## src/rtl/ysyx_22050019_lsu_pkg.sv

```systemverilog
// Shared definitions for the LSU-to-AXI bridge.
//   lsu_state_e   : bridge FSM states (also visible on the debug port)
//   lsu_size_e    : access size encoding used on the LSU request port
//   RESP_OKAY     : AXI OKAY response code
//   size_mask()   : byte-enable mask for a size, right-aligned
//   is_misaligned : true when an access would cross the 8-byte beat
package ysyx_22050019_lsu_pkg;

  localparam logic [1:0] RESP_OKAY = 2'b00;

  typedef enum logic [2:0] {
    S_IDLE = 3'd0,
    S_AR   = 3'd1,
    S_R    = 3'd2,
    S_AW   = 3'd3,
    S_W    = 3'd4,
    S_B    = 3'd5,
    S_ERR  = 3'd6
  } lsu_state_e;

  typedef enum logic [1:0] {
    SZ_B = 2'd0,
    SZ_H = 2'd1,
    SZ_W = 2'd2,
    SZ_D = 2'd3
  } lsu_size_e;

  function automatic logic [7:0] size_mask(lsu_size_e sz);
    logic [7:0] m;
    case (sz)
      SZ_B:    m = 8'h01;
      SZ_H:    m = 8'h03;
      SZ_W:    m = 8'h0F;
      default: m = 8'hFF;
    endcase
    return m;
  endfunction

  // An access fits the beat only if offset + byte count <= 8.
  function automatic logic is_misaligned(logic [2:0] lo, lsu_size_e sz);
    logic [3:0] nbytes;
    nbytes = 4'd1 << sz;
    return ({1'b0, lo} + nbytes) > 4'd8;
  endfunction

endpackage

```

## src/rtl/ysyx_22050019_lsu_axi_master_if.sv

```systemverilog
// Bundles the LSU request/response port and the five AXI channels of the
// bridge. Signal names carry the bridge's point of view (_i = into bridge).
//   master : the bridge side (drives requests' responses and AXI masters)
//   slave  : the environment side (core LSU + AXI SRAM slave)
//
// Handshake rule on every valid/ready pair: a transfer happens on a rising
// clock edge where both are high; the source keeps valid and its payload
// stable until that edge; a ready may be raised without waiting for valid.
interface ysyx_22050019_lsu_axi_master_if #(
  parameter int AXI_DATA_WIDTH = 64,
  parameter int AXI_ADDR_WIDTH = 64
);
  // LSU side
  logic                      lsu_req_valid_i;
  logic                      lsu_req_ready_o;
  logic                      lsu_req_wen_i;
  logic [AXI_ADDR_WIDTH-1:0] lsu_req_addr_i;
  logic [AXI_DATA_WIDTH-1:0] lsu_req_wdata_i;
  logic [1:0]                lsu_req_size_i;
  logic                      lsu_req_signed_i;
  logic                      lsu_resp_valid_o;
  logic [AXI_DATA_WIDTH-1:0] lsu_resp_rdata_o;
  logic                      lsu_resp_err_o;
  // AXI write address / data / response
  logic                      axi_aw_valid_o;
  logic                      axi_aw_ready_i;
  logic [AXI_ADDR_WIDTH-1:0] axi_aw_addr_o;
  logic                      axi_w_valid_o;
  logic                      axi_w_ready_i;
  logic [AXI_DATA_WIDTH-1:0] axi_w_data_o;
  logic [7:0]                axi_w_strb_o;
  logic                      axi_b_valid_i;
  logic                      axi_b_ready_o;
  logic [1:0]                axi_b_resp_i;
  // AXI read address / data
  logic                      axi_ar_valid_o;
  logic                      axi_ar_ready_i;
  logic [AXI_ADDR_WIDTH-1:0] axi_ar_addr_o;
  logic                      axi_r_valid_i;
  logic                      axi_r_ready_o;
  logic [1:0]                axi_r_resp_i;
  logic [AXI_DATA_WIDTH-1:0] axi_r_data_i;

  modport master (
    input  lsu_req_valid_i, lsu_req_wen_i, lsu_req_addr_i, lsu_req_wdata_i,
           lsu_req_size_i, lsu_req_signed_i,
           axi_aw_ready_i, axi_w_ready_i, axi_b_valid_i, axi_b_resp_i,
           axi_ar_ready_i, axi_r_valid_i, axi_r_resp_i, axi_r_data_i,
    output lsu_req_ready_o, lsu_resp_valid_o, lsu_resp_rdata_o, lsu_resp_err_o,
           axi_aw_valid_o, axi_aw_addr_o, axi_w_valid_o, axi_w_data_o,
           axi_w_strb_o, axi_b_ready_o, axi_ar_valid_o, axi_ar_addr_o,
           axi_r_ready_o
  );

  modport slave (
    output lsu_req_valid_i, lsu_req_wen_i, lsu_req_addr_i, lsu_req_wdata_i,
           lsu_req_size_i, lsu_req_signed_i,
           axi_aw_ready_i, axi_w_ready_i, axi_b_valid_i, axi_b_resp_i,
           axi_ar_ready_i, axi_r_valid_i, axi_r_resp_i, axi_r_data_i,
    input  lsu_req_ready_o, lsu_resp_valid_o, lsu_resp_rdata_o, lsu_resp_err_o,
           axi_aw_valid_o, axi_aw_addr_o, axi_w_valid_o, axi_w_data_o,
           axi_w_strb_o, axi_b_ready_o, axi_ar_valid_o, axi_ar_addr_o,
           axi_r_ready_o
  );
endinterface

```

## src/rtl/ysyx_22050019_lsu_align.sv

```systemverilog
// Byte-lane alignment for the LSU bridge (purely combinational).
//   addr_lo_i  : byte offset within the 8-byte beat
//   size_i     : access size
//   signed_i   : sign-extend loads when 1
//   st_data_i  : right-aligned store data -> st_data_o on its byte lanes
//   st_strb_o  : write strobes for the store
//   ld_raw_i   : raw 64-bit read beat -> ld_data_o extracted and extended
module ysyx_22050019_lsu_align
  import ysyx_22050019_lsu_pkg::*;
(
  input  logic [2:0]  addr_lo_i,
  input  lsu_size_e   size_i,
  input  logic        signed_i,
  input  logic [63:0] st_data_i,
  output logic [63:0] st_data_o,
  output logic [7:0]  st_strb_o,
  input  logic [63:0] ld_raw_i,
  output logic [63:0] ld_data_o
);

  logic [5:0]  bit_off;
  logic [63:0] ld_shifted;

  assign bit_off    = {addr_lo_i, 3'b000};
  assign st_data_o  = st_data_i << bit_off;
  assign st_strb_o  = size_mask(size_i) << addr_lo_i;
  assign ld_shifted = ld_raw_i >> bit_off;

  always_comb begin
    ld_data_o = '0;
    case (size_i)
      SZ_B:    ld_data_o = {{56{signed_i & ld_shifted[7]}},  ld_shifted[7:0]};
      SZ_H:    ld_data_o = {{48{signed_i & ld_shifted[15]}}, ld_shifted[15:0]};
      SZ_W:    ld_data_o = {{32{signed_i & ld_shifted[31]}}, ld_shifted[31:0]};
      default: ld_data_o = ld_shifted;
    endcase
  end

endmodule

```

## src/rtl/ysyx_22050019_lsu_axi_master.sv

```systemverilog
// LSU-to-AXI bridge: takes one load/store request at a time, runs a single
// AXI read (AR->R) or write (AW->W->B) and returns a one-cycle response.
//   clk, rst     : clock, asynchronous active-high reset
//   bus          : LSU request/response port and AXI channels (master view)
//   dbg_state_o  : current FSM state, for observation only
module ysyx_22050019_lsu_axi_master
  import ysyx_22050019_lsu_pkg::*;
#(
  parameter int AXI_DATA_WIDTH = 64,
  parameter int AXI_ADDR_WIDTH = 64
) (
  input  logic                            clk,
  input  logic                            rst,
  ysyx_22050019_lsu_axi_master_if.master  bus,
  output lsu_state_e                      dbg_state_o
);

  lsu_state_e                state_q;
  logic [AXI_ADDR_WIDTH-1:0] addr_q;
  lsu_size_e                 size_q;
  logic                      signed_q;
  logic [AXI_DATA_WIDTH-1:0] wdata_q;
  logic [7:0]                strb_q;
  logic                      ar_valid_q;
  logic                      r_ready_q;
  logic                      aw_valid_q;
  logic                      w_valid_q;
  logic                      b_ready_q;
  logic                      resp_valid_q;
  logic                      resp_err_q;
  logic [AXI_DATA_WIDTH-1:0] resp_rdata_q;

  // The aligner serves the store path at acceptance (live request fields)
  // and the load path in R (registered fields), so its inputs are muxed.
  logic [2:0]  addr_lo_d;
  lsu_size_e   size_d;
  logic [63:0] st_data;
  logic [7:0]  st_strb;
  logic [63:0] ld_data;
  logic        req_misaligned;

  assign addr_lo_d      = (state_q == S_IDLE) ? bus.lsu_req_addr_i[2:0] : addr_q[2:0];
  assign size_d         = (state_q == S_IDLE) ? lsu_size_e'(bus.lsu_req_size_i) : size_q;
  assign req_misaligned = is_misaligned(bus.lsu_req_addr_i[2:0],
                                        lsu_size_e'(bus.lsu_req_size_i));

  ysyx_22050019_lsu_align u_align (
    .addr_lo_i (addr_lo_d),
    .size_i    (size_d),
    .signed_i  (signed_q),
    .st_data_i (bus.lsu_req_wdata_i),
    .st_data_o (st_data),
    .st_strb_o (st_strb),
    .ld_raw_i  (bus.axi_r_data_i),
    .ld_data_o (ld_data)
  );

  always_ff @(posedge clk or posedge rst) begin
    if (rst) begin
      state_q      <= S_IDLE;
      addr_q       <= '0;
      size_q       <= SZ_B;
      signed_q     <= 1'b0;
      wdata_q      <= '0;
      strb_q       <= '0;
      ar_valid_q   <= 1'b0;
      r_ready_q    <= 1'b0;
      aw_valid_q   <= 1'b0;
      w_valid_q    <= 1'b0;
      b_ready_q    <= 1'b0;
      resp_valid_q <= 1'b0;
      resp_err_q   <= 1'b0;
      resp_rdata_q <= '0;
    end else begin
      // Response is a single-cycle pulse unless a state below raises it.
      resp_valid_q <= 1'b0;
      case (state_q)
        S_IDLE: begin
          if (bus.lsu_req_valid_i) begin
            addr_q   <= bus.lsu_req_addr_i;
            size_q   <= lsu_size_e'(bus.lsu_req_size_i);
            signed_q <= bus.lsu_req_signed_i;
            if (req_misaligned) begin
              // No bus traffic; the error response appears while in ERR.
              state_q      <= S_ERR;
              resp_valid_q <= 1'b1;
              resp_err_q   <= 1'b1;
              resp_rdata_q <= '0;
            end else if (bus.lsu_req_wen_i) begin
              wdata_q    <= st_data;
              strb_q     <= st_strb;
              aw_valid_q <= 1'b1;
              state_q    <= S_AW;
            end else begin
              ar_valid_q <= 1'b1;
              state_q    <= S_AR;
            end
          end
        end
        S_AR: begin
          if (bus.axi_ar_ready_i) begin
            ar_valid_q <= 1'b0;
            r_ready_q  <= 1'b1;
            state_q    <= S_R;
          end
        end
        S_R: begin
          if (bus.axi_r_valid_i) begin
            r_ready_q    <= 1'b0;
            resp_valid_q <= 1'b1;
            resp_err_q   <= (bus.axi_r_resp_i != RESP_OKAY);
            resp_rdata_q <= ld_data;
            state_q      <= S_IDLE;
          end
        end
        S_AW: begin
          if (bus.axi_aw_ready_i) begin
            aw_valid_q <= 1'b0;
            w_valid_q  <= 1'b1;
            state_q    <= S_W;
          end
        end
        S_W: begin
          if (bus.axi_w_ready_i) begin
            w_valid_q <= 1'b0;
            b_ready_q <= 1'b1;
            state_q   <= S_B;
          end
        end
        S_B: begin
          if (bus.axi_b_valid_i) begin
            b_ready_q    <= 1'b0;
            resp_valid_q <= 1'b1;
            resp_err_q   <= (bus.axi_b_resp_i != RESP_OKAY);
            resp_rdata_q <= '0;
            state_q      <= S_IDLE;
          end
        end
        S_ERR: begin
          state_q <= S_IDLE;
        end
        default: begin
          state_q <= S_IDLE;
        end
      endcase
    end
  end

  assign bus.lsu_req_ready_o  = (state_q == S_IDLE);
  assign bus.lsu_resp_valid_o = resp_valid_q;
  assign bus.lsu_resp_err_o   = resp_err_q;
  assign bus.lsu_resp_rdata_o = resp_rdata_q;

  // Bus addresses are beat-aligned; the low bits only steer byte lanes.
  assign bus.axi_ar_valid_o = ar_valid_q;
  assign bus.axi_ar_addr_o  = {addr_q[AXI_ADDR_WIDTH-1:3], 3'b000};
  assign bus.axi_r_ready_o  = r_ready_q;
  assign bus.axi_aw_valid_o = aw_valid_q;
  assign bus.axi_aw_addr_o  = {addr_q[AXI_ADDR_WIDTH-1:3], 3'b000};
  assign bus.axi_w_valid_o  = w_valid_q;
  assign bus.axi_w_data_o   = wdata_q;
  assign bus.axi_w_strb_o   = strb_q;
  assign bus.axi_b_ready_o  = b_ready_q;

  assign dbg_state_o = state_q;

endmodule

```

## src/flat_wrapper.sv

```systemverilog
// flat-port wrapper written by rule: the top's interface ports become plain ports
module ysyx_22050019_lsu_axi_master_flat import ysyx_22050019_lsu_pkg::*;
#(
  parameter int AXI_DATA_WIDTH = 64,
  parameter int AXI_ADDR_WIDTH = 64
)
  (clk, rst, dbg_state_o, bus_lsu_req_valid_i, bus_lsu_req_wen_i, bus_lsu_req_addr_i, bus_lsu_req_wdata_i, bus_lsu_req_size_i, bus_lsu_req_signed_i, bus_axi_aw_ready_i, bus_axi_w_ready_i, bus_axi_b_valid_i, bus_axi_b_resp_i, bus_axi_ar_ready_i, bus_axi_r_valid_i, bus_axi_r_resp_i, bus_axi_r_data_i, bus_lsu_req_ready_o, bus_lsu_resp_valid_o, bus_lsu_resp_rdata_o, bus_lsu_resp_err_o, bus_axi_aw_valid_o, bus_axi_aw_addr_o, bus_axi_w_valid_o, bus_axi_w_data_o, bus_axi_w_strb_o, bus_axi_b_ready_o, bus_axi_ar_valid_o, bus_axi_ar_addr_o, bus_axi_r_ready_o);
  ysyx_22050019_lsu_axi_master_if #(.AXI_DATA_WIDTH(AXI_DATA_WIDTH), .AXI_ADDR_WIDTH(AXI_ADDR_WIDTH)) bus_i ();
  input  logic clk;
  input  logic rst;
  output lsu_state_e dbg_state_o;
  input wire logic [$bits(bus_i.lsu_req_valid_i)-1:0] bus_lsu_req_valid_i;
  input wire logic [$bits(bus_i.lsu_req_wen_i)-1:0] bus_lsu_req_wen_i;
  input wire logic [$bits(bus_i.lsu_req_addr_i)-1:0] bus_lsu_req_addr_i;
  input wire logic [$bits(bus_i.lsu_req_wdata_i)-1:0] bus_lsu_req_wdata_i;
  input wire logic [$bits(bus_i.lsu_req_size_i)-1:0] bus_lsu_req_size_i;
  input wire logic [$bits(bus_i.lsu_req_signed_i)-1:0] bus_lsu_req_signed_i;
  input wire logic [$bits(bus_i.axi_aw_ready_i)-1:0] bus_axi_aw_ready_i;
  input wire logic [$bits(bus_i.axi_w_ready_i)-1:0] bus_axi_w_ready_i;
  input wire logic [$bits(bus_i.axi_b_valid_i)-1:0] bus_axi_b_valid_i;
  input wire logic [$bits(bus_i.axi_b_resp_i)-1:0] bus_axi_b_resp_i;
  input wire logic [$bits(bus_i.axi_ar_ready_i)-1:0] bus_axi_ar_ready_i;
  input wire logic [$bits(bus_i.axi_r_valid_i)-1:0] bus_axi_r_valid_i;
  input wire logic [$bits(bus_i.axi_r_resp_i)-1:0] bus_axi_r_resp_i;
  input wire logic [$bits(bus_i.axi_r_data_i)-1:0] bus_axi_r_data_i;
  output wire logic [$bits(bus_i.lsu_req_ready_o)-1:0] bus_lsu_req_ready_o;
  output wire logic [$bits(bus_i.lsu_resp_valid_o)-1:0] bus_lsu_resp_valid_o;
  output wire logic [$bits(bus_i.lsu_resp_rdata_o)-1:0] bus_lsu_resp_rdata_o;
  output wire logic [$bits(bus_i.lsu_resp_err_o)-1:0] bus_lsu_resp_err_o;
  output wire logic [$bits(bus_i.axi_aw_valid_o)-1:0] bus_axi_aw_valid_o;
  output wire logic [$bits(bus_i.axi_aw_addr_o)-1:0] bus_axi_aw_addr_o;
  output wire logic [$bits(bus_i.axi_w_valid_o)-1:0] bus_axi_w_valid_o;
  output wire logic [$bits(bus_i.axi_w_data_o)-1:0] bus_axi_w_data_o;
  output wire logic [$bits(bus_i.axi_w_strb_o)-1:0] bus_axi_w_strb_o;
  output wire logic [$bits(bus_i.axi_b_ready_o)-1:0] bus_axi_b_ready_o;
  output wire logic [$bits(bus_i.axi_ar_valid_o)-1:0] bus_axi_ar_valid_o;
  output wire logic [$bits(bus_i.axi_ar_addr_o)-1:0] bus_axi_ar_addr_o;
  output wire logic [$bits(bus_i.axi_r_ready_o)-1:0] bus_axi_r_ready_o;
  assign bus_i.lsu_req_valid_i = bus_lsu_req_valid_i;
  assign bus_i.lsu_req_wen_i = bus_lsu_req_wen_i;
  assign bus_i.lsu_req_addr_i = bus_lsu_req_addr_i;
  assign bus_i.lsu_req_wdata_i = bus_lsu_req_wdata_i;
  assign bus_i.lsu_req_size_i = bus_lsu_req_size_i;
  assign bus_i.lsu_req_signed_i = bus_lsu_req_signed_i;
  assign bus_i.axi_aw_ready_i = bus_axi_aw_ready_i;
  assign bus_i.axi_w_ready_i = bus_axi_w_ready_i;
  assign bus_i.axi_b_valid_i = bus_axi_b_valid_i;
  assign bus_i.axi_b_resp_i = bus_axi_b_resp_i;
  assign bus_i.axi_ar_ready_i = bus_axi_ar_ready_i;
  assign bus_i.axi_r_valid_i = bus_axi_r_valid_i;
  assign bus_i.axi_r_resp_i = bus_axi_r_resp_i;
  assign bus_i.axi_r_data_i = bus_axi_r_data_i;
  assign bus_lsu_req_ready_o = bus_i.lsu_req_ready_o;
  assign bus_lsu_resp_valid_o = bus_i.lsu_resp_valid_o;
  assign bus_lsu_resp_rdata_o = bus_i.lsu_resp_rdata_o;
  assign bus_lsu_resp_err_o = bus_i.lsu_resp_err_o;
  assign bus_axi_aw_valid_o = bus_i.axi_aw_valid_o;
  assign bus_axi_aw_addr_o = bus_i.axi_aw_addr_o;
  assign bus_axi_w_valid_o = bus_i.axi_w_valid_o;
  assign bus_axi_w_data_o = bus_i.axi_w_data_o;
  assign bus_axi_w_strb_o = bus_i.axi_w_strb_o;
  assign bus_axi_b_ready_o = bus_i.axi_b_ready_o;
  assign bus_axi_ar_valid_o = bus_i.axi_ar_valid_o;
  assign bus_axi_ar_addr_o = bus_i.axi_ar_addr_o;
  assign bus_axi_r_ready_o = bus_i.axi_r_ready_o;
  ysyx_22050019_lsu_axi_master #(.AXI_DATA_WIDTH(AXI_DATA_WIDTH), .AXI_ADDR_WIDTH(AXI_ADDR_WIDTH)) u_core (.clk(clk), .rst(rst), .bus(bus_i), .dbg_state_o(dbg_state_o));
endmodule
```

## config.mk

```make
export PLATFORM = sky130hd
export DESIGN_NAME = ysyx_22050019_lsu_axi_master_flat
export DESIGN_NICKNAME = d
export VERILOG_FILES = /design/src/rtl/ysyx_22050019_lsu_pkg.sv /design/src/rtl/ysyx_22050019_lsu_axi_master_if.sv /design/src/rtl/ysyx_22050019_lsu_align.sv /design/src/rtl/ysyx_22050019_lsu_axi_master.sv /design/src/flat_wrapper.sv
export SDC_FILE = /design/constraint.sdc
export NUM_CORES = 1
export LEC_CHECK = 0
export BUFFER_PORTS_ARGS = -buffer_cell sky130_fd_sc_hd__buf_2
export CAP_MARGIN = 20
export CORE_ASPECT_RATIO = 0.5
export CORE_UTILIZATION = 45
export DETAILED_ROUTE_END_ITERATION = 7
export MAX_ROUTING_LAYER = met4
export PLACE_DENSITY_LB_ADDON = 0.25
export SLEW_MARGIN = 10
export SYNTH_ARGS = -nofsm -noshare
export SYNTH_HDL_FRONTEND = slang
export SYNTH_SLANG_ARGS = --single-unit
```

## constraint.sdc

```tcl
create_clock -name clk -period 9.07 [get_ports clk]
set_input_delay 1.814 -clock clk [delete_from_list [all_inputs] [get_ports clk]]
set_output_delay 1.814 -clock clk [all_outputs]
set_load 0.1 [all_outputs]
```

# == Word-level counts from Yosys, hierarchy flattened ==
# Index checks and enable logic that the tools add are counted.
# word_totals
output_inout_bits,275
input_bits,208
elab_cells,107
reg_bits,213
# classes
n_eq_ne,17
shifts,4
n_mux,47
bitwise,4
n_lt_le_gt_ge,1
reduce_logical,19
addsub,1
# ops
cell,n
64-bit one-hot mux with 3 select lines,2
64-bit two-way mux,4
64-bit by 6-bit left shift with 64-bit output,1
64-bit by 6-bit right shift with 64-bit output,1
3-bit two-way mux,8
8-bit one-hot mux with 3 select lines,1
1-bit two-way mux,22
2-bit inequality test (second input constant),9
3-bit one-hot mux with 6 select lines,1
5-bit AND reduction,3
2-bit nonzero test,7
1-bit one-hot mux with 2 select lines,5
3-bit AND reduction,3
8-bit by 3-bit left shift with 8-bit output,1
3-bit by 2-bit equality test with 1-bit output (second input constant),2
3-bit equality test (second input constant),2
1-bit one-hot mux with 3 select lines,2
6-bit AND reduction,1
3-bit by 4-bit adder with 4-bit output,1
4-bit > comparator (second input constant),1
2-bit two-way mux,2
4-bit AND reduction,1
1-bit by 2-bit left shift with 4-bit output (first input constant),1
1-bit bitwise AND,3
other kinds (9),9

# == Longest topological paths before layout ==
# Gate-level depths: netlist of the first run.
# logic_depth
depth_word,7
ltp_mapped,11
depth_no_buf,9

# == By module ==
# From an unflattened synthesis of the first run, not the netlist that was laid out.
# unflattened
cells_unflattened,1248
hier_area_um2,13729.4
# by_module_without_submodules
mod,cells_per_inst,area_each_um2,n_inst,seq_area_each_um2
ysyx_22050019_lsu_axi_master,657,9190.1,1,5330.1
ysyx_22050019_lsu_align,591,4539.4,1,0.0

# == Least setup slack after synthesis of the first run ==
# OpenSTA, ideal clock, no wires.
# synth_timing
path_type,input to register
from,input bus_lsu_req_size_i[0]
to,"register u_core.strb_q[1], in the netlist u_core.bus.axi_w_strb_o[1]"
setup_time_ns,0.096
cell_stages,11
path_buffers,2
arrival_time_ns,3.973
slack_ns,5.002
required_time_ns,8.974
cell_sequence,nor2_1 -> ha_1 -> fa_1 -> xor2_1 -> nor3_1 -> or3_1 -> nand3_1 -> clkbuf_1 -> clkbuf_1 -> nand2_1 -> o31ai_1
# synth_between
elab_chain_cells,5
word_cells_on_any_way,11
classes_between,add/sub (1); order compare (1); eq/ne (2); shift (2); mux (2); bitwise (1); reduce/logical (2)
# synth_lines
item,line,source
start: declaration,flat_wrapper.sv:16,input wire logic [$bits(bus_i.lsu_req_size_i)-1:0] bus_lsu_req_size_i;
1-bit by 2-bit left shift with 4-bit output,ysyx_22050019_lsu_pkg.sv:42,nbytes = 4'd1 << sz;
3-bit by 4-bit adder with 4-bit output,ysyx_22050019_lsu_pkg.sv:43,"return ({1'b0, lo} + nbytes) > 4'd8;"
4-bit > comparator,ysyx_22050019_lsu_pkg.sv:43,
1-bit NOT (no source line),-,
4-bit AND reduction (no source line),-,
end signal: assignment,ysyx_22050019_lsu_axi_master.sv:91,strb_q <= st_strb;
end: declaration,ysyx_22050019_lsu_axi_master.sv:23,logic [7:0] strb_q;
# Parallel ways exist; a longest one is shown, timed or not.
# A chain may end at the register's enable or synchronous reset.

# == Final worst setup path of the first run ==
# layout_timing
from,input bus_lsu_req_addr_i[0]
to,"register u_core.wdata_q[54], in the netlist u_core.bus.axi_w_data_o[54]"
# layout_between
elab_chain_cells,4
word_cells_on_any_way,6
classes_between,add/sub (1); order compare (1); shift (1); mux (1); bitwise (1); reduce/logical (1)
# layout_lines
item,line,source
start: declaration,flat_wrapper.sv:14,input wire logic [$bits(bus_i.lsu_req_addr_i)-1:0] bus_lsu_req_addr_i;
3-bit by 4-bit adder with 4-bit output,ysyx_22050019_lsu_pkg.sv:43,
4-bit > comparator,ysyx_22050019_lsu_pkg.sv:43,
1-bit NOT (no source line),-,
4-bit AND reduction (no source line),-,
end signal: assignment,ysyx_22050019_lsu_axi_master.sv:90,wdata_q <= st_data;
end: declaration,ysyx_22050019_lsu_axi_master.sv:22,logic [AXI_DATA_WIDTH-1:0] wdata_q;
# Parallel ways exist; a longest one is shown, timed or not.

==> results of run 1 <==
cell usage after synthesis, types with 2 or more instances:
| cell | n | area (um^2) |
|---|---|---|
| nand2_1 | 212 | 795.8 |
| a211oi_1 | 4 | 30.03 |
| inv_1 | 7 | 26.28 |
| buf_2 | 39 | 195.2 |
| a32oi_1 | 12 | 105.1 |
| nand3_1 | 23 | 115.1 |
| o22ai_1 | 5 | 31.28 |
| or3_1 | 2 | 12.51 |
| nor2b_1 | 4 | 25.02 |
| nor3b_1 | 2 | 15.01 |
| a221oi_1 | 19 | 166.4 |
| o21ai_1 | 9 | 45.04 |
| o21a_1 | 2 | 15.01 |
| clkbuf_1 | 38 | 142.6 |
| a221o_1 | 6 | 60.06 |
| a31oi_1 | 15 | 93.84 |
| or2_2 | 3 | 18.77 |
| ha_1 | 3 | 37.54 |
| buf_6 | 6 | 67.56 |
| mux4_2 | 22 | 495.5 |
| o211ai_1 | 3 | 22.52 |
| o21ba_2 | 7 | 70.07 |
| dfrtp_1 | 213 | 5330 |
| mux2i_1 | 138 | 1381 |
| o22a_1 | 4 | 35.03 |
| a21oi_1 | 44 | 220.2 |
| buf_4 | 135 | 1013 |
| a22oi_1 | 3 | 22.52 |
| and3_1 | 10 | 62.56 |
| nand2b_1 | 9 | 56.30 |
| a22o_1 | 14 | 122.6 |
| o2bb2ai_1 | 7 | 61.31 |
| and2_1 | 2 | 12.51 |
| a2bb2oi_1 | 14 | 122.6 |
| nor2_1 | 46 | 172.7 |
| o221ai_1 | 4 | 35.03 |
| o21ai_2 | 30 | 262.8 |
| o31ai_1 | 13 | 97.59 |
| nor3_1 | 8 | 40.04 |
| mux2_2 | 74 | 833.3 |
| o21ai_0 | 63 | 315.3 |
| buf_1 | 5 | 18.77 |
layer usage:
layer | up-vias | share of wire [%] | wire length, um
met5 | - | 0 | 0
met2 | 439 | 50 | 22440
met4 | 0 | 2.1 | 939
met3 | 65 | 7.1 | 3151
li1 | 5149 | - | -
met1 | 5731 | 40 | 17980
worst max-delay path, stage by stage:
cell,delay (ns)
buf_2,0.20
ha_1,0.28
fa_1,0.41
xor2_1,0.15
nor3_1,0.07
or3_1,0.49
nand3_4,0.44
buf_4,0.56
nor2_1,0.14
buf_4,0.24
a221o_1,0.31
state kept, by name, summed over array words and instances, names as in the netlist:
name	flops
u_core.bus.lsu_resp_rdata_o	64
u_core.signed_q	1
u_core.bus.axi_b_ready_o	1
u_core.bus.axi_ar_valid_o	1
u_core.addr_q	64
u_core.dbg_state_o	3
u_core.bus.axi_w_valid_o	1
u_core.bus.lsu_resp_valid_o	1
u_core.bus.axi_w_strb_o	8
u_core.bus.axi_r_ready_o	1
u_core.bus.axi_w_data_o	64
u_core.bus.axi_aw_valid_o	1
u_core.size_q	2
u_core.bus.lsu_resp_err_o	1
worst min-delay path by stage:
stage	end	slack, ns
floorplan	u_core.size_q[0]	0.49
global placement	u_core.bus.lsu_resp_rdata_o[1]	0.45
detailed placement	u_core.bus.lsu_resp_rdata_o[3]	0.46
CTS	u_core.bus.lsu_resp_rdata_o[3]	0.47
global route	u_core.bus.axi_w_data_o[3]	0.49
finish	u_core.bus.axi_w_strb_o[2]	0.47
layout make-up:
class,count,area (um^2)
multi-input cells,861,6305
flip-flops and latches,213,5330
clock buffers,32,669.4
inverters,8,37.54
fillers,2589,12650
repair buffers,494,2517
clock inverters,6,80.08
well taps,382,478.0
diodes,8,20.02
metrics by stage:
step | hold slack, ns | instances | instance area [um^2]
final | 0.4715 | 2004 | 15440
after detailed placement | 0.4580 | 1957 | 14660
after CTS | 0.4708 | 1995 | 15410
after global routing | 0.4921 | 2003 | 15430
after global placement | 0.4530 | 1957 | 14660
after floorplan | 0.4943 | 1306 | 13040
cell families after synthesis:
family | synth area share [%]
AOI/OAI and AO/OA | 15.45
xor gates and xnor gates | 0.06727
adders and majority gates | 0.4420
buffers and inverters | 11.31
DFF | 40.93
muxes | 20.98
other | 0.02880
and+or+nand+nor | 10.79
==> metrics, run 1 <==
status complete, no violations; crit-path max FO 54; Synth Instances 1301; Tmin final about 4.7 ns; register area share after synthesis 40.93%; Setup WS pre-CTS 3.815 ns; total track usage 29.97%; Setup CP Type in -> reg; grt met1 use 37.41%; crit path launch type primary input; synthesized area about 13000 um^2; H-Tree Level Count 1; DIE HEIGHT 122.3 um; Tcrit/Tclk final ~52%; Critical path destination u_core.bus.axi_w_data_o[54]; Bufs on Longest Clock Path 3; ys flop type dfrtp_1; Final #Nets between 1.5k and 2k; routing usage on met2 50.39%; WL final 44510 um; synthesis-stage register bit count 213; Crit Reg-Reg Startpoint u_core.dbg_state_o[1]; R2R Setup Slk roughly 4.7 ns; row count 43; wire per inst 22.21 um; total gr overflow 0; Hold Path Cell Cnt 2; largest net degree at the start of global routing 103; asr flop ratio synth 100.0%; Max-slew headroom 33.74%; hold buffer count at CTS 0; number of I/O port buffers about 480; initial antenna violation count 7; Sink Count 213; R2R Path End u_core.bus.axi_w_data_o[54]; clk_skew roughly 0.012 ns; share of cells above drive strength 1 42.32%; maxcap violations 0; Die W 242.6 um; PnR worst setup slack 4.326 ns; Starting DRT DRC Count roughly 740; total I/O pin count 483; area of the die just under 30000 um^2; DPL Wire Length 32270 um; Post-synth EDFFs 0; first-pass GRT wire length 66010 um; vias in the first global route 10.93k; met3 usage 5.598%; post-layout util 54.97%; Post-CTS Setup Bufs 0; Routed Antenna Nets 0; worst slew pin tran 0.9939 ns; Final GP Congestion 0.9411; gr busiest metal met2; core area 28080 um^2; worst hold path class reg -> reg; total of warnings raised by yosys 0; Hold Crit Start u_core.bus.axi_w_strb_o[2]; TritonCTS clock tree built; TNS Setup 0 ns; commonest cells after routing, fill and taps aside buf_2 (476), dfrtp_1 (213), nand2_1 (212); setup violators final 0; CTS buffer count 22; critical path startpoint bus_lsu_req_addr_i[0]; clk_lat worst skew roughly 0.53 ns; Pre-antenna DRT Iters 5; commonest non-fill, non-tap cell in the layout buf_2; Worst Reg-to-Reg Cells 8; syn avg cell area 10.01 um^2; post-synthesis cell type count 64; Setup crit end kind flip-flop; FMAX 0.2108 GHz; RSZ-0062 raised after global routing no; vias per cell 5.681; area growth from synthesis to layout 18.54%; PostCTS Resize Cnt 0; Slew Viols, Final 0; WP data required 9.48 ns; CP arrival 5.15 ns; Reg clk slew, reported paths ~0.070 ns; CTS Root Cell clkbuf_16; starting density of the core 46.37%; DR DRC count 0; Hold Vio Cnt, Final 0; vias post-DR 11.38k
Power of run 1 is left out: the tool's default activity adds up to more than one toggle a clock period on the data nets, which glitch-free logic cannot reach.
==> run 2, diff against run 1 <==
==> constraint.sdc (replaced) <==
create_clock -name clk -period 4.04 [get_ports clk]
set_input_delay 0.808 -clock clk [delete_from_list [all_inputs] [get_ports clk]]
set_output_delay 0.808 -clock clk [all_outputs]
set_load 0.1 [all_outputs]
==> metrics, run 2 (synthesis gave the netlist of run 1 again) <==
status complete, no violations; core area 28080 um^2; PostCTS Resize Cnt 0; setup violators final 0; slowest CP cell dfrtp_1; worst slew pin tran 0.8642 ns; Bufs and invs on worst path 2; Reg clk slew, reported paths 0.07 ns; commonest non-fill, non-tap cell in the layout buf_2; CP top delay family simple AND/OR/NAND/NOR gates; first-pass GRT wire length 66290 um; Setup CP Type reg -> reg; Inst Count DP 1971; Bufs on Longest Clock Path 3; Setup crit end kind flip-flop; share of cells above drive strength 1 42.53%; wire per inst 22.05 um; Final #Nets 1825; TNS Setup 0 ns; Routed Antenna Nets 0; WL final 44400 um; Tmin final 3.431 ns; hold buffer count at CTS 0; vias in the first global route 11.03k; gr busiest metal met2; CP max stage delay approximately 0.59 ns; RSZ-0062 raised after global routing no; DIE HEIGHT 122.3 um; Max-slew headroom 42.39%; starting density of the core 46.37%; WP data required 4.49 ns; vias per cell 5.688; CP arrival 3.88 ns; Die W 242.6 um; area of the die between 20000 and 30000 um^2; met3 usage under 10%; Tcrit/Tclk final 84.92%; FMAX 0.2915 GHz; Slew Viols, Final 0; row count 43; worst hold path class in -> async; DPL Wire Length 32710 um; crit path launch type flip-flop; Pre-antenna DRT Iters 5; clk_skew 0.02095 ns; total track usage 30.01%; total I/O pin count 483; largest net degree at the start of global routing 89; Non-Filler Instances just over 2k; post-layout util 55.48%; placed cell area 14880 um^2; design area around 16000 um^2; Final GP Congestion 0.9211; CP cell instances or3_4 -> inv_2 -> mux2i_4 -> buf_12 -> nand2_1 -> o221ai_1 -> a22oi_1 -> o21ai_1; area growth from synthesis to layout 19.64%; commonest cells after routing, fill and taps aside buf_2 (476), dfrtp_1 (213), nand2_1 (212); crit-path max FO 77; CTS Root Cell clkbuf_16; vias post-DR ~11k; clk_lat worst skew 0.53 ns; grt met1 use 37.72%; total gr overflow 0; CTS buffer count 22; initial antenna violation count 4; Sink Count 213; TritonCTS clock tree built; number of I/O port buffers 476; Hold Vio Cnt, Final 0; routing usage on met2 50.77%; DR DRC count 0; Starting DRT DRC Count 870; Post-CTS Setup Bufs 0; H-Tree Level Count 1; maxcap violations 0
## run 2: cell types whose count changed in the layout (fill, tap and decap cells not counted), moves of 3 or more
cell / before / now
buf_4: 18 / 21
buf_12: 0 / 10
clkbuf_8: 6 / 3
diode_2: 8 / 4
clkbuf_1: 3 / 6
## run 2: cell type report
type | count | area [um^2]
antenna | 4 | 10.01
clock buffer | 31 | 614.3
clock inverter | 7 | 71.32
fill | 2559 | 12500
inverter | 8 | 33.78
multi-input combinational | 861 | 6302
sequential | 213 | 5330
tap | 382 | 478.0
timing repair buffer | 507 | 2740
## run 2: path summary, 6_finish.rpt
| kind | endpoint | slack, ns | start | cells after the start |
|---|---|---|---|---|
| min reg2reg | u_core.bus.lsu_resp_rdata_o[52] | 0.47 | u_core.bus.lsu_resp_rdata_o[52] | 2 |
| max in group asynchronous | u_core.size_q[0] | 2.65 | rst | 3 |
| min in group clk | u_core.bus.lsu_resp_rdata_o[52] | 0.47 | u_core.bus.lsu_resp_rdata_o[52] | 2 |
| max reg2reg | u_core.bus.lsu_resp_rdata_o[23] | 0.61 | u_core.dbg_state_o[1] | 8 |
| min | u_core.addr_q[36] | 0.40 | rst | 2 |
| max | u_core.bus.lsu_resp_rdata_o[23] | 0.61 | u_core.dbg_state_o[1] | 8 |
## run 2: per-stage QoR
step / hold slack, ns / setup WS [ns]
after global placement: 0.4510 / 0.5665
after floorplan: 0.4943 / 0.4618
after global routing: 0.4263 / 0.4204
after detailed placement: 0.4587 / 0.4943
after CTS: 0.3973 / 0.5543
final: 0.3957 / 0.6094
## run 2: routing by layer
metal	vias to the layer above	routed length, um
met2	466	22370
met5	-	0
met4	0	1175
met3	73	2734
met1	5747	18120
li1	5163	-
Power of run 2 is left out for the same reason.
